==> src/rtl/score_counter.sv <==
// Two-digit BCD score counter driven by short/long press events.
// Saturates or wraps at 00 and MAX_SCORE; emits change/limit pulses.
module score_counter #(
    parameter int unsigned MAX_SCORE = 99,
    parameter bit          WRAP      = 1'b0
) (
    input  logic       clk_1khz,
    input  logic       rst_n,
    input  logic       count_up,
    input  logic       count_down,
    input  logic       clear_i,
    output logic [3:0] tens_o,
    output logic [3:0] ones_o,
    output logic       changed_o,
    output logic       limit_o
);

    localparam logic [3:0] MAX_TENS = 4'(MAX_SCORE / 10);
    localparam logic [3:0] MAX_ONES = 4'(MAX_SCORE % 10);

    logic [3:0] tens_q, tens_d;
    logic [3:0] ones_q, ones_d;
    logic       changed_q, changed_d;
    logic       limit_q, limit_d;
    logic       up_prev_q, up_prev_d;
    logic       down_prev_q, down_prev_d;

    logic up_evt;
    logic down_evt;
    logic inc_req;
    logic dec_req;
    logic at_max;
    logic at_zero;

    always_comb begin
        up_evt   = count_up & ~up_prev_q;
        down_evt = count_down & ~down_prev_q;
        inc_req  = ~clear_i & up_evt & ~down_evt;
        dec_req  = ~clear_i & down_evt & ~up_evt;
        at_max   = (tens_q == MAX_TENS) && (ones_q == MAX_ONES);
        at_zero  = (tens_q == 4'd0) && (ones_q == 4'd0);

        tens_d      = tens_q;
        ones_d      = ones_q;
        changed_d   = 1'b0;
        limit_d     = 1'b0;
        up_prev_d   = count_up;
        down_prev_d = count_down;

        // conflicting events fall through to the hold branch
        unique case (1'b1)
            clear_i: begin
                tens_d    = 4'd0;
                ones_d    = 4'd0;
                changed_d = ~at_zero;
            end
            inc_req: begin
                if (at_max) begin
                    if (WRAP) begin
                        tens_d    = 4'd0;
                        ones_d    = 4'd0;
                        changed_d = 1'b1;
                    end else begin
                        limit_d = 1'b1;
                    end
                end else begin
                    changed_d = 1'b1;
                    if (ones_q == 4'd9) begin
                        ones_d = 4'd0;
                        tens_d = tens_q + 4'd1;
                    end else begin
                        ones_d = ones_q + 4'd1;
                    end
                end
            end
            dec_req: begin
                if (at_zero) begin
                    if (WRAP) begin
                        tens_d    = MAX_TENS;
                        ones_d    = MAX_ONES;
                        changed_d = 1'b1;
                    end else begin
                        limit_d = 1'b1;
                    end
                end else begin
                    changed_d = 1'b1;
                    if (ones_q == 4'd0) begin
                        ones_d = 4'd9;
                        tens_d = tens_q - 4'd1;
                    end else begin
                        ones_d = ones_q - 4'd1;
                    end
                end
            end
            default: begin
            end
        endcase
    end

    // prev flops reset high so a level held across reset is not an event
    always_ff @(posedge clk_1khz or negedge rst_n) begin
        if (!rst_n) begin
            tens_q      <= 4'd0;
            ones_q      <= 4'd0;
            changed_q   <= 1'b0;
            limit_q     <= 1'b0;
            up_prev_q   <= 1'b1;
            down_prev_q <= 1'b1;
        end else begin
            tens_q      <= tens_d;
            ones_q      <= ones_d;
            changed_q   <= changed_d;
            limit_q     <= limit_d;
            up_prev_q   <= up_prev_d;
            down_prev_q <= down_prev_d;
        end
    end

    assign tens_o    = tens_q;
    assign ones_o    = ones_q;
    assign changed_o = changed_q;
    assign limit_o   = limit_q;

endmodule

==> config.mk <==
export PLATFORM = sky130hd
export DESIGN_NAME = score_counter
export DESIGN_NICKNAME = d
export VERILOG_FILES = /design/src/rtl/score_counter.sv
export SDC_FILE = /design/constraint.sdc
export NUM_CORES = 1
export LEC_CHECK = 0
export CELL_PAD_IN_SITES_DETAIL_PLACEMENT = 1
export CELL_PAD_IN_SITES_GLOBAL_PLACEMENT = 1
export CORE_MARGIN = 2
export CORE_UTILIZATION = 36
export DETAILED_ROUTE_END_ITERATION = 8
export PLACE_DENSITY_LB_ADDON = 0.3
export SLEW_MARGIN = 30
export SYNTH_ARGS = -nofsm -noshare
export SYNTH_HDL_FRONTEND = slang
export SYNTH_SLANG_ARGS = --single-unit
export TNS_END_PERCENT = 100
==> constraint.sdc <==
create_clock -name clk_1khz -period 2.39 [get_ports clk_1khz]
set_input_delay 0.478 -clock clk_1khz [delete_from_list [all_inputs] [get_ports clk_1khz]]
set_output_delay 0.478 -clock clk_1khz [all_outputs]
set_load 0.1 [all_outputs]
==> impl_metrics.csv <==
group,metric,value,unit
run_status,status,"finished clean",
cells_and_area,diodes,0,
cts,cts-hold-fix-buffers,0,
floorplan,row_count,17,
cells_and_area,final_common_cell,"buf_4",
power,p_leak,0.0005106,uW
cts,cts_max_path_buffers,2,
setup_path,crit_required,2560,ps
drt,avgRoutedWirePerCell,15.30,um
placement,post-place-ws,-256.2,ps
global_routing,grt_start_max_net_pins,13,
setup_path,r2r-end,"tens_o[2]",
global_routing,grt_first_pass_wirelength,3456,um
drt,num_vias,729,
cts,clock_latency,270,ps
cts,clk_pin_slew,80,ps
power,power_density,638.8,nW/um2
placement,io_buffers,14,
synth,synth-seq-cells,12,
setup_path,path_class,"input port to register",
synth,synthCells,84,
setup_path,crit_path_end_kind,"register",
setup_path,reg2reg_slack,330,ps
global_routing,grt_pass1_vias,736,
drt,postRouteAntennaNets,0,
sta,rsz0062_at_grt,"no",
synth,netlist_area,864.6,um2
synth,ys_types,41,
sta,worstMarginPinSlew,549.8,ps
floorplan,pin_count,15,
cells_and_area,final_area,1119,um2
sta,fmax,0.4458,GHz
global_routing,antenna_found_initial,0,
cts,cts_made_buffers,3,
drt,drc,0,
sta,finalCritPeriodShare,0.9385,
synth,synth-main-ff-cell,"dfrtp_1",
sta,worst_slack,146.9,ps
sta,setup_viol,0,
floorplan,die_w,53.01,um
global_routing,grt_overflow,0,
synth,async_reset_ff_frac,1.000,
cts,ctsResizeCount,0,
floorplan,die_h,53.01,um
synth,synthesis.nets,95,
floorplan,initial_utilization,0.3871,
cells_and_area,utilization,0.5008,
sta,hold_viol,0,
synth,seq_area_frac_synth,0.3502,
cts,htreeDepth,1,
synth,synth_area_per_cell,10.29,um2
cells_and_area,nNetsFinal,122,
sta,fin_skew,6.435,ps
setup_path,r2r_start,"ones_o[0]",
flow_run,maxCapViolCount,0,
placement,dp_cells,134,
global_routing,grtUsageTotal,0.1742,
cts,cts_setup_buffers,0,
cts,clkSinkCount,12,
cells_and_area,drive_above_1_share,0.3818,
floorplan,core_area,2233,um2
cells_and_area,instances_no_fill,138,
cts,root_buffer,"clkbuf_4",
cts,cts_tree,"yes",
sta,setup_tns,0,ps
worst_hold_path,hold_class,"input port to asynchronous set/reset pin",
sta,fin_crit,2243,ps
setup_path,timing.critical_path.from_type,"input port",
synth,synth-edff-count,0,
drt,drtPass1Iterations,3,
sta,slew_viol_final,0,
setup_path,cp_max_fo,2,
placement,gp_congestion,0.7936,
sta,maxSlewHeadroom,0.6323,
setup_path,crit_arrival,2410,ps
synth,yosys_warnings,0,
drt,drtIter0Drc,10,
placement,dp_hpwl,1596,um
cells_and_area,syn2layout_area_growth,29.38,%
cells_and_area,layout_common_cells,"buf_4, nor2_1, a21oi_1, ha_1, dfrtp_1",
setup_path,r2r_cells,7,
power,max-vdd-ir-drop,284.1,uV
floorplan,design.die.area,2810,um2
drt,routed_wl,2112,um
placement,place_area,1079,um2
drt,via_per_inst,5.283,
==> registers in the layout (all words and copies together), names as in the netlist <==
register / flops
tens_o: 4
limit_o: 1
changed_o: 1
up_prev_q: 1
ones_o: 4
down_prev_q: 1
==> cell type report <==
cell class	count	area, um2
Multi-Input combinational cell	63	525.5
Sequential cell	12	307.8
Fill cell	264	1115
Timing Repair Buffer	26	205.2
Tap cell	28	35.03
Clock buffer	4	26.28
Inverter	5	18.77
==> metal layers <==
metal | share of wire | track usage | vias up
met2 | 0.46 | 0.2708 | 11
met5 | 0 | 0 | -
met4 | 0.0066 | 0.06410 | 0
met3 | 0.032 | 0.02542 | 2
met1 | 0.50 | 0.2430 | 353
li1 | - | - | 363
==> cell usage after synthesis (all sizes together), types with 2 or more instances <==
cell    n  area (um2)
a21oi   6       30.03
a221o   2       20.02
a31oi   2       12.51
buf     3       27.52
dfrtp  10       250.2
dfstp   2       52.55
ha      6       75.07
inv     5       18.77
mux2    4       56.30
nand4   2       12.51
nor2    9       41.29
nor3    2       10.01
nor3b   2       20.02
o21ai   3       15.01
o22ai   2       12.51
xnor2   3       26.28
==> cells by family after synthesis <==
logic type / after synthesis / share of synthesized area
buffers and inverters: 9 / 0.05788
flip-flops: 12 / 0.3502
adder cells (fa/ha/maj): 6 / 0.08683
AND/OR/NAND/NOR: 23 / 0.1635
XOR/XNOR: 4 / 0.04053
AO/OA/AOI/OAI: 25 / 0.2243
multiplexers: 5 / 0.07670
==> metrics by stage <==
step / hold WS (ps) / power, uW
after CTS: 587.9 / 721.0
after detailed placement: 596.9 / 581.6
after global placement: 576.0 / 573.9
after floorplan: 182.4 / 496.3
final: 556.7 / 714.5
after global routing: 611.0 / 753.3
==> worst max path at each step <==
stage          depth (start not counted)       start  slack (ps)   endpoint
2_1_floorplan                          9     clear_i          40  tens_o[3]
3_3_place_gp                          10     clear_i        -180  tens_o[3]
3_5_place_dp                          10  count_down        -260  tens_o[3]
4_1_cts                               10  count_down          30  tens_o[3]
5_1_grt                               10  count_down          20  tens_o[3]
6_report                              10  count_down         150  tens_o[3]
==> critical path, cell delays in order <==
cell and delay (ps):
clkdlybuf4s50_1 480, nor3b_4 210, nand2_2 80, inv_2 60
ha_1 230, o21a_1 120, nor2_1 100, nor2_1 50
a2111o_1 370, a22o_1 230
==> where the power goes <==
group          switching (uW)  internal [uW]  total (uW)
registers                29.3            225         255
clock network            70.1           64.5         135
logic                     223            103         325
Note: power is estimated with default switching activity, not from simulation.
